==> config.mk <==
export PLATFORM = sky130hd
export DESIGN_NAME = fifo_push_pop_buf
export DESIGN_NICKNAME = d
export VERILOG_FILES = /design/src/rtl/fifo_push_pop_buf.sv
export SDC_FILE = /design/constraint.sdc
export NUM_CORES = 1
export LEC_CHECK = 0
export ABC_AREA = 1
export ABC_CLOCK_PERIOD_IN_PS = 2200
export CORE_AREA = 2 2 111 81
export CTS_CLUSTER_DIAMETER = 100
export CTS_CLUSTER_SIZE = 28
export DETAILED_ROUTE_END_ITERATION = 10
export DIE_AREA = 0 0 113 83
export PLACE_DENSITY = 0.74
export SLEW_MARGIN = 15
export SYNTH_ARGS = -nofsm -noshare
export SYNTH_HDL_FRONTEND = slang
export SYNTH_SLANG_ARGS = --single-unit
==> constraint.sdc <==
create_clock -name clk -period 2.2 [get_ports clk]
set_input_delay 0.44 -clock clk [delete_from_list [all_inputs] [get_ports clk]]
set_output_delay 0.44 -clock clk [all_outputs]
set_load 0.03 [all_outputs]
==> src/rtl/fifo_push_pop_buf.sv <==
// fifo_push_pop_buf: single-clock FIFO with full/empty/count status,
// registered push/pop error pulses and a saturating error counter.
//
// Ports:
//   clk        rising-edge clock
//   reset_n    async active-low reset
//   push       write request
//   pop        read request
//   data_in    write data
//   data_out   head word (fall-through), 0 when empty
//   fifofull   count == DEPTH
//   fifoempty  count == 0
//   fifocount  occupancy 0..DEPTH
//   push_err   pulse: push refused (full, no pop)
//   pop_err    pulse: pop refused (empty)
//   err_count  saturating error event count
module fifo_push_pop_buf #(
  parameter int WIDTH = 8,
  parameter int DEPTH = 8,
  localparam int AW = $clog2(DEPTH)
) (
  input  logic             clk,
  input  logic             reset_n,
  input  logic             push,
  input  logic             pop,
  input  logic [WIDTH-1:0] data_in,
  output logic [WIDTH-1:0] data_out,
  output logic             fifofull,
  output logic             fifoempty,
  output logic [AW:0]      fifocount,
  output logic             push_err,
  output logic             pop_err,
  output logic [15:0]      err_count
);

  logic [WIDTH-1:0] mem [DEPTH];

  logic [AW-1:0] wr_ptr;
  logic [AW-1:0] rd_ptr;
  logic [AW:0]   count_q;
  logic [AW:0]   count_d;

  logic push_ok;
  logic pop_ok;
  logic push_rej;
  logic pop_rej;

  logic [1:0]  err_inc;
  logic [16:0] err_sum;
  logic [15:0] err_next;

  assign fifocount = count_q;
  assign fifofull  = (count_q == (AW+1)'(DEPTH));
  assign fifoempty = (count_q == '0);

  // A pop on the same edge frees a slot, so a push
  // into a full FIFO is still accepted.
  assign push_ok  = push && (!fifofull || pop);
  assign pop_ok   = pop && !fifoempty;
  assign push_rej = push && !pop && fifofull;
  assign pop_rej  = pop && fifoempty;

  always_comb begin
    count_d = count_q;
    unique case ({push_ok, pop_ok})
      2'b10:   count_d = count_q + 1'b1;
      2'b01:   count_d = count_q - 1'b1;
      default: count_d = count_q;
    endcase
  end

  // Full and empty are exclusive, so at most one
  // error per edge; sum kept general anyway.
  assign err_inc  = {1'b0, push_rej} + {1'b0, pop_rej};
  assign err_sum  = {1'b0, err_count} + 17'(err_inc);
  assign err_next = err_sum[16] ? 16'hFFFF
                                : err_sum[15:0];

  // Storage is deliberately left out of reset.
  always_ff @(posedge clk) begin
    if (push_ok) begin
      mem[wr_ptr] <= data_in;
    end
  end

  // DEPTH is a power of two, so pointers wrap
  // naturally at AW bits.
  always_ff @(posedge clk or negedge reset_n) begin
    if (!reset_n) begin
      wr_ptr    <= '0;
      rd_ptr    <= '0;
      count_q   <= '0;
      push_err  <= 1'b0;
      pop_err   <= 1'b0;
      err_count <= '0;
    end else begin
      if (push_ok) begin
        wr_ptr <= wr_ptr + 1'b1;
      end
      if (pop_ok) begin
        rd_ptr <= rd_ptr + 1'b1;
      end
      count_q   <= count_d;
      push_err  <= push_rej;
      pop_err   <= pop_rej;
      err_count <= err_next;
    end
  end

  assign data_out = fifoempty ? '0 : mem[rd_ptr];

endmodule
==> out/metrics.cfg, run 1 <==
[final_layout]
final_core_util = 0.676
layout_commonest_cell = nor2_1
drive_gt1_frac = 0.277
fin_nets = 502
final_cell_mix = nor2_1, edfxtp_1, nand2_1
insertedDiodeCount = 0
area_growth_pct = 35.9
fin_area_mm2 = 0.00559

[worst_setup_path]
critPathLaunch = rd_ptr[0]
reg2reg_slack_ns = -0.07
path_common_cell = buf_4
cpMaxStageDelayCell = dfrtp_2
reg2reg_from = fifocount[1]
rr_endpoint = err_count[10]
worst-setup-path-type = reg -> out
startpoint_type = flop
cp_max_fo = 6
critPathMaxStageDelay_ns = 0.51
r2r_cells = 13
crit_chain = clkinv_4, buf_4, buf_4, o21ai_0, o211ai_1, nand2_1, nor2_2, buf_4
crit_buf_inv = 4
path_delay_family = buffers and inverters
critical_path.endpoint_type = output pin
cp.required_ns = 1.76
cp.arrival_ns = 1.86

[power]
p_per_area_mw_per_mm2 = 1370
cellLeakagePower_nw = 2.26
power_mw = 7.64
ir_worst_vdd_mv = 0.627

[synthesis]
synth_area_mm2 = 0.00412
async_flop_share = 0.304
synth.distinct_cells = 31
synth-edff-count = 64
yosys_warnings = 0
synth_ff_type = edfxtp_1
avgSynthCellArea_um2 = 10.6
seq_area_frac_synth = 0.637
syn_nets = 406
ys_ff_latch = 92
syn_inst = 387

[clock_network]
cts.sinks = 92
cts.clk_slew.worst_paths_ns = 0.07
hold_buffers = 0
clock_path_buffers = 2
htreeDepth = 3
clock-root-buffer = clkbuf_16
insertion_delay_ns = 0.34
cts_tree = yes
numCtsBuffers = 9

[floorplanning]
core-area_mm2 = 0.00827
rows = 28
die_x_um = 113
die_y_um = 83
io_pins = 44
start_util = 0.498
die_area_mm2 = 0.00938

[timing]
setup_ws_ns = -0.0973
min_period_ns = 2.30
slew_headroom = 0.728
fin_crit_sh = 1.04
fin_skew_ns = 0.00961
finalHoldViolCount = 0
fmax_ghz = 0.435
fin_tns_setup_ns = -0.865
rsz0062_at_grt = true
worst_pin_slew_ns = 0.407
setup_violations = 21
slew_viol_final = 0

[placement]
place_area_mm2 = 0.00491
place_hpwl_um = 6260
numPortBuffers = 43
gp_congestion = 0.815

[global_route]
grt_start_max_net_pins = 29
antenna_found_initial = 0
grt_pass1_wl_um = 15400
track_usage = 0.212
grt_pass1_vias = 3015
grt-ovfl-total = 0

[hold_path]
min_path_type = in -> async

[job]
maxCapViolCount = 0

[drt]
drc = 0
drtPass1Iterations = 5
wl_um = 10100
vias = 3201
first_iter_violations = 261
avgRoutedWirePerCell_um = 17.1
antenna_left = 0
viasPerCell = 5.40

[run_status]
violations = setup timing
outcome = complete, but fails checks

Yosys cell counts, types with 4 or more instances:
cell type  count  area (um^2)
nor3_1         4         20.0
o22ai_1        8         50.1
nor2_2         4         25.0
buf_4          6         45.0
o211ai_1       8         60.1
xor2_1         5         43.8
dfrtp_1       28          701
edfxtp_1      64         1920
inv_1         30          113
o21ai_0       39          195
nand4_1        4         25.0
nand2_1       55          206
nand2_2        6         37.5
xnor2_1        6         52.6
nor2_1        79          297
nand3_1       14         70.1
ha_1           6         75.1
through the flow:
stage | setup slack [ns] | instances | hold WS [ns]
after global placement | -0.245 | 559 | 0.509
after CTS | -0.0647 | 579 | 0.480
after detailed placement | -0.311 | 559 | 0.510
after global routing | -0.222 | 593 | 0.525
final | -0.0973 | 593 | 0.471
after floorplan | -0.298 | 387 | 0.144
logic make-up (layout without fill, tap and decap cells):
| family | Yosys count | count (layout) | synth area share |
|---|---|---|---|
| DFF | 92 | 92 | 0.637 |
| adders and majority gates | 7 | 7 | 0.0231 |
| xor gates and xnor gates | 11 | 11 | 0.0234 |
| AOI/OAI and AO/OA | 59 | 59 | 0.0799 |
| buffers and inverters | 44 | 144 | 0.0474 |
| and+or+nand+nor | 174 | 175 | 0.189 |
worst max-delay path by stage:
stage / slack, ns / depth (start not counted) / endpoint
after floorplan: -0.30 / 14 / err_count[12]
after global placement: -0.24 / 13 / err_count[8]
after detailed placement: -0.31 / 13 / err_count[8]
after CTS: -0.06 / 13 / err_count[0]
after global routing: -0.22 / 14 / err_count[14]
final: -0.1 / 8 / data_out[1]
power breakdown:
part           leakage (nW)  total [mW]  switching [mW]  internal [mW]
clock network         0.144        1.66           0.662          0.998
logic                  1.18        3.60            2.04           1.56
registers             0.935        2.38           0.217           2.16
routing by layer:
| metal | routed length (um) | share of wire | vias to the layer above | global-route usage |
|---|---|---|---|---|
| li1 | - | - | 1506 | - |
| met1 | 4370 | 0.43 | 1573 | 0.294 |
| met2 | 4960 | 0.49 | 109 | 0.330 |
| met3 | 674 | 0.067 | 13 | 0.0533 |
| met4 | 123 | 0.012 | 0 | 0.0654 |
| met5 | 0 | 0 | - | 0 |
timing repair:
item | in CTS | in global routing
hold endpoints to repair | 0 | 0
resized for setup | 4 | 59
pin swaps | 4 | 23
setup buffers | 3 | 9
endpoints found under the setup margin | 18 | 26
gates cloned | 1 | 5
state kept, by name (all words and copies together) (netlist names):
| name | count |
|---|---|
| mem | 64 |
| err_count | 16 |
| fifocount | 4 |
| rd_ptr | 3 |
| wr_ptr | 3 |
| pop_err | 1 |
| push_err | 1 |
layout make-up:
class                   instances  area (um^2)
fillers                       597         2680
flip-flops and latches         92         2630
multi-input cells             252         1440
repair buffers                 95          941
clock buffers                   9          225
inverters                      33          131
well taps                     105          131
clock inverters                 7         98.8
(Power assumes the default switching activity.)
==> run 2, diff against run 1 <==
--- a/config.mk
+++ b/config.mk
@@ -13,6 +13,7 @@
 export DETAILED_ROUTE_END_ITERATION = 10
 export DIE_AREA = 0 0 113 83
 export PLACE_DENSITY = 0.74
+export SETUP_SLACK_MARGIN = 0.1
 export SLEW_MARGIN = 15
 export SYNTH_ARGS = -nofsm -noshare
 export SYNTH_HDL_FRONTEND = slang
==> out/metrics.cfg, run 2 (same netlist as run 1, synthesis figures left out) <==
[clock_network]
numCtsBuffers = 9  ; unchanged
htreeDepth = 3  ; unchanged
cts.sinks = 92  ; unchanged
cts_tree = yes
cts.clk_slew.worst_paths_ns = 0.07  ; about the same
clock-root-buffer = clkbuf_16
clock_path_buffers = 2  ; unchanged
insertion_delay_ns = 0.35  ; about the same

[run_status]
violations = setup timing
outcome = complete, but fails checks

[floorplanning]
start_util = 0.498  ; unchanged
die_area_mm2 = 0.00938  ; unchanged
io_pins = 44  ; unchanged
rows = 28  ; unchanged
core-area_mm2 = 0.00827  ; unchanged
die_y_um = 83  ; unchanged
die_x_um = 113  ; unchanged

[worst_setup_path]
cp_max_fo = 5  ; -1
critPathMaxStageDelay_ns = 0.43  ; -0.08 ns
path_common_cell = nor2_4
critical_path.endpoint_type = flop
cp.required_ns = 2.48  ; +0.72 ns
reg2reg_slack_ns = -0.11  ; -0.04 ns
startpoint_type = flop
r2r_cells = 14  ; +1
cpMaxStageDelayCell = dfrtp_2
worst-setup-path-type = reg -> reg
cp.arrival_ns = 2.59  ; +0.73 ns
crit_chain = nor2_4, inv_2, nor3_4, nand3_2, fa_2, inv_2, ha_4, nand2_4, nor2_4, nand2_2, nor2_4, buf_4, nand3_4, nand2_2

[placement]
place_hpwl_um = 6260  ; unchanged
numPortBuffers = 43  ; unchanged
dp_slack_ns = -0.311  ; unchanged
dp_cells = 559  ; unchanged
gp_congestion = 0.815  ; unchanged
place_area_mm2 = 0.00491  ; unchanged

[power]
ir_worst_vdd_mv = 0.574  ; -8.5%
power_mw = 7.98  ; +4.5%
cellLeakagePower_nw = 2.33  ; +3.3%
p_per_area_mw_per_mm2 = 1390  ; +1.8%

[global_route]
grt_pass1_vias = 3133  ; +3.9%
grt_pass1_wl_um = 16200  ; +5.6%
grt-ovfl-total = 0  ; unchanged
antenna_found_initial = 0  ; unchanged
track_usage = 0.223  ; +0.0111
grt_start_max_net_pins = 29  ; unchanged

[drt]
first_iter_violations = 386  ; +48%
antenna_left = 0  ; unchanged
avgRoutedWirePerCell_um = 18.1  ; +6.2%
drtPass1Iterations = 5  ; unchanged
drc = 0  ; unchanged
viasPerCell = 5.55  ; +2.8%
wl_um = 10900  ; +7.6%
vias = 3336  ; +4.2%

[timing]
rsz0062_at_grt = true
slew_viol_final = 0  ; unchanged
holdWs_ns = 0.359  ; -0.112 ns
setup_ws_ns = -0.111  ; -0.0135 ns
finalHoldViolCount = 0  ; unchanged
slew_headroom = 0.667  ; -0.0606
fin_crit_sh = 1.05  ; +0.00612
fin_skew_ns = 0.00734  ; -0.00228 ns
worst_pin_slew_ns = 0.498  ; +0.0906 ns
min_period_ns = 2.31  ; +0.0135 ns
fmax_ghz = 0.433  ; -0.58%
setup_violations = 17  ; -19%

[final_layout]
layout_commonest_cell = edfxtp_1
largest_reg_flops = 64  ; unchanged
fin_area_mm2 = 0.00574  ; +2.7%
drive_gt1_frac = 0.329  ; +0.0520
layoutNonFillerInstCount = 601  ; +1.3%
insertedDiodeCount = 0  ; unchanged
area_growth_pct = 39.5
regMostFlops = mem
fin_nets = 510  ; +1.6%
final_cell_mix = edfxtp_1, nor2_1, nand2_1

[hold_path]
whs_path_depth = 3
min_path_type = in -> reg

[job]
maxCapViolCount = 0  ; unchanged

## run 2: cell count changes in the layout (fill, tap and decap cells not counted), sizes merged
cell / change
buf: +11
clkbuf: -1
clkdlybuf4s50: -2
dlygate4sd2: -2
dlymetal6s2s: +2
## run 2: timing repair
| action | 4_1_cts | 5_1_grt |
|---|---|---|
| setup endpoints to repair | 27 | 68 |
| gates resized for setup | 54 | 59 |
| setup buffers | 14 | 7 |
| cloned | 4 | 3 |
| pin swaps | 25 | 32 |
| hold buffers | 0 | 0 |
## run 2: worst max-delay path, delay by kind of cell (launching register included)
kind / cells / cell delay, ns
flip-flops: 1 / 0.43
buffers and inverters: 3 / 0.29
AND/OR/NAND/NOR: 9 / 1.03
adder cells (fa/ha/maj): 2 / 0.50
## run 2: cell type report
class / count / area, um^2
repair buffers: 103 / 1010
fillers: 556 / 2530
flip-flops and latches: 92 / 2630
inverters: 33 / 131
well taps: 105 / 131
clock buffers: 9 / 225
clock inverters: 7 / 98.8
multi-input cells: 252 / 1520
## run 2: final timing paths
| kind | start | to |
|---|---|---|
| worst max-delay path | fifocount[0] | err_count[1] |
| worst min-delay path | pop | pop_err |
| worst max register to register | fifocount[0] | err_count[1] |
| worst min register to register | wr_ptr[2] | wr_ptr[2] |
| max in group asynchronous | reset_n | fifocount[2] |
| min in group asynchronous | reset_n | err_count[5] |
## run 2: per-layer routing
metal / GRT usage / up-vias / share of wire
li1: - / 1525 / -
met1: 0.310 / 1622 / 0.41
met2: 0.347 / 165 / 0.49
met3: 0.0547 / 24 / 0.084
met4: 0.0698 / 0 / 0.021
met5: 0 / - / 0
## run 2: power by group
group / total [mW] / internal (mW) / leakage (nW) / switching [mW]
sequential: 2.38 / 2.17 / 0.934 / 0.214
combinational: 3.93 / 1.71 / 1.25 / 2.22
clock: 1.67 / 0.999 / 0.144 / 0.675
## run 2: stage by stage
stage | util | TNS [ns]
after floorplan | - | -4.36
after global placement | 0.594 | -11.44
after detailed placement | 0.594 | -16.00
after CTS | 0.667 | -0.580
after global routing | 0.694 | -3.60
final | 0.694 | -1.33
==> run 3, diff against run 2 <==
--- a/config.mk
+++ b/config.mk
@@ -5,14 +5,12 @@
 export SDC_FILE = /design/constraint.sdc
 export NUM_CORES = 1
 export LEC_CHECK = 0
-export ABC_AREA = 1
 export ABC_CLOCK_PERIOD_IN_PS = 2200
-export CORE_AREA = 2 2 111 81
+export CORE_AREA = 2 2 140 101
 export CTS_CLUSTER_DIAMETER = 100
 export CTS_CLUSTER_SIZE = 28
 export DETAILED_ROUTE_END_ITERATION = 10
-export DIE_AREA = 0 0 113 83
-export PLACE_DENSITY = 0.74
+export DIE_AREA = 0 0 142 103
 export SETUP_SLACK_MARGIN = 0.1
 export SLEW_MARGIN = 15
 export SYNTH_ARGS = -nofsm -noshare
==> out/metrics.cfg, run 3 <==
[run_status]
outcome = complete, but fails checks
violations = setup timing

[synthesis]
seq_area_frac_synth = 0.670  ; +0.0332
synth_area_mm2 = 0.00391  ; -5.0%
synth-edff-count = 64  ; unchanged
yosys_warnings = 0  ; unchanged
synth.distinct_cells = 39  ; +26%
syn_nets = 263  ; -35%
ys_ff_latch = 92  ; unchanged
synth_ff_type = edfxtp_1
avgSynthCellArea_um2 = 16.0  ; +51%
syn_inst = 244  ; -37%
netlist_top_cells_count = edfxtp_1, dfrtp_1, nand2_1
yosysTopAreaCell = edfxtp_1
post-synth-top-count-cell = edfxtp_1
yosys-top-cells-area = edfxtp_1, dfrtp_1, mux4_2
async_flop_share = 0.304  ; unchanged
yosysTopAreaCellShare = 0.491  ; +0.0243

[worst_setup_path]
cp_max_fo = 3  ; -2
r2r_cells = 9  ; -5
cp.arrival_ns = 2.77  ; +0.18 ns
startpoint_type = flop
critical_path.endpoint_type = flop
cp.required_ns = 2.43  ; -0.05 ns
reg2reg_from = fifocount[0]
reg2reg_slack_ns = -0.34  ; -0.23 ns
rr_endpoint = err_count[14]
worst-setup-path-type = reg -> reg

[final_layout]
fin_nets = 368  ; -28%
final_cell_mix = edfxtp_1, buf_4, clkdlybuf4s50_1
area_growth_pct = 40.0
regMostFlops = mem
layout_commonest_cell = edfxtp_1
insertedDiodeCount = 0  ; unchanged
largest_reg_flops = 64  ; unchanged
drive_gt1_frac = 0.376  ; +0.0471

[floorplanning]
io_pins = 44  ; unchanged
rows = 36  ; +29%
die_y_um = 103  ; +24%
core-area_mm2 = 0.0135  ; +63%
start_util = 0.291  ; -0.207
die_area_mm2 = 0.0146  ; +56%
die_x_um = 142  ; +26%

[power]
p_per_area_mw_per_mm2 = 1250  ; -10%
p_int_mw = 4.55  ; -6.7%
switching_share = 0.336  ; -0.0536
power_frac_seq = 0.349  ; +0.051
cellLeakagePower_nw = 2.11  ; -9.4%
p_sw_mw = 2.30  ; -26%
ir_worst_vdd_mv = 0.464  ; -19%
pwr-share-clk = 0.221  ; +0.011
combPwrFrac = 0.431  ; -0.061

[drt]
routed.top_layer = met4
wl_um = 8110  ; -26%
dr_wl_met3_um = 319  ; -65%
first_iter_violations = 135  ; -65%
drc = 0  ; unchanged
dr_wl_met2_um = 3910  ; -26%
drtPass1Iterations = 4  ; -1
m1WireLength_um = 3760  ; -16%
vias = 2379  ; -29%
avgRoutedWirePerCell_um = 15.5  ; -15%
antenna_left = 0  ; unchanged
viasPerCell = 4.53  ; -18%

[timing]
slew_headroom = 0.747  ; +0.0800
fmax_ghz = 0.393  ; -9.2%
setup_violations = 29  ; +12
worst_pin_slew_ns = 0.380  ; -0.118 ns
finalHoldViolCount = 0  ; unchanged
setup_ws_ns = -0.344  ; -0.233 ns
rsz0062_at_grt = true
holdWs_ns = 0.484  ; +0.125 ns
fin_crit_sh = 1.16  ; +0.106
fin_tns_setup_ns = -5.84  ; -4.50 ns
min_period_ns = 2.54  ; +0.233 ns
slew_viol_final = 0  ; unchanged
fin_skew_ns = 0.00696  ; -0.000374 ns

[clock_network]
cts.sinks = 92  ; unchanged
htreeDepth = 3  ; unchanged
cts.clk_slew.worst_paths_ns = 0.06  ; about the same
cts_tree = yes
clock-root-buffer = clkbuf_16
clock_path_buffers = 2  ; unchanged
insertion_delay_ns = 0.34  ; about the same
numCtsBuffers = 9  ; unchanged

[global_route]
grt-ovfl-total = 0  ; unchanged
track_usage = 0.118  ; -0.105
grt_start_max_net_pins = 29  ; unchanged
grt_pass1_wl_um = 12800  ; -21%
antenna_found_initial = 0  ; unchanged
grt_pass1_vias = 2456  ; -22%

[placement]
gp_congestion = 0.747  ; -8.2%
place_hpwl_um = 5350  ; -14%
numPortBuffers = 43  ; unchanged

[job]
maxCapViolCount = 0  ; unchanged

[hold_path]
min_path_type = in -> async

-- run 3: cell families (layout without fill, tap and decap cells) --
family,after synthesis,in the layout,share of synthesized area
fa+ha+maj,7,7,0.0243
mux,28,28,0.125
flops,92,92,0.670
xor+xnor,19,19,0.0425
buf+inv,14,124,0.0182
compound gates,8,8,0.0144
simple gates,76,76,0.105
-- run 3: cell type report --
class                           instances  area [um^2]
Multi-Input combinational cell        138         1350
Sequential cell                        92         2630
Inverter                                7         36.3
Tap cell                              171          214
Clock inverter                          6         62.6
Timing Repair Buffer                  101          961
Fill cell                            1225         7990
Clock buffer                           10          229
-- run 3: how the worst max path moves through the flow --
stage / start / endpoint / slack, ns / depth (start not counted)
floorplan: fifocount[0] / err_count[14] / -0.48 / 9
global placement: fifocount[0] / err_count[14] / -0.35 / 9
detailed placement: fifocount[0] / err_count[14] / -0.40 / 9
CTS: fifocount[0] / err_count[14] / -0.37 / 9
global route: fifocount[0] / err_count[14] / -0.43 / 9
finish: fifocount[0] / err_count[14] / -0.34 / 9
-- run 3: power by group through the flow --
stage                     clock network (mW)  registers, mW  logic (mW)
final                                   1.51           2.39        2.95
after global routing                    1.60           2.42        3.19
after CTS                               1.56           2.38        2.94
after detailed placement                   0           2.41        2.65
after global placement                     0           2.39        2.63
after floorplan                            0           2.56        1.45
-- run 3: repair_timing --
| item | in CTS | in global routing |
|---|---|---|
| pin swaps | 3 | 3 |
| hold buffers | 0 | 0 |
| gates cloned | 0 | 1 |
| setup endpoints to repair | 29 | 93 |
| buffers inserted | 16 | 2 |
| resized for setup | 50 | 11 |
-- run 3: worst max-delay path: stages, from the launching register on --
cell	delay, ns
dfrtp_2	0.40
or4b_4	0.56
clkinv_4	0.06
nand3b_1	0.11
fa_2	0.38
inv_2	0.08
ha_4	0.13
and4_4	0.23
and3_4	0.18
mux2_4	0.28
-- run 3: through the flow --
| step | setup slack (ns) | utilization | power (mW) | std cells | area, um^2 |
|---|---|---|---|---|---|
| final | -0.344 | 0.407 | 6.85 | 525 | 5480 |
| after global routing | -0.433 | 0.407 | 7.21 | 525 | 5480 |
| after CTS | -0.368 | 0.402 | 6.88 | 523 | 5420 |
| after detailed placement | -0.401 | 0.364 | 5.06 | 491 | 4910 |
| after global placement | -0.348 | 0.364 | 5.02 | 491 | 4910 |
| after floorplan | -0.481 | - | 4.00 | 244 | 4010 |
-- run 3: metal layers --
metal | global-route usage | vias to the layer above
met5 | 0 | -
met4 | 0.0477 | 0
met3 | 0.0320 | 9
met2 | 0.191 | 35
met1 | 0.152 | 1211
li1 | - | 1124
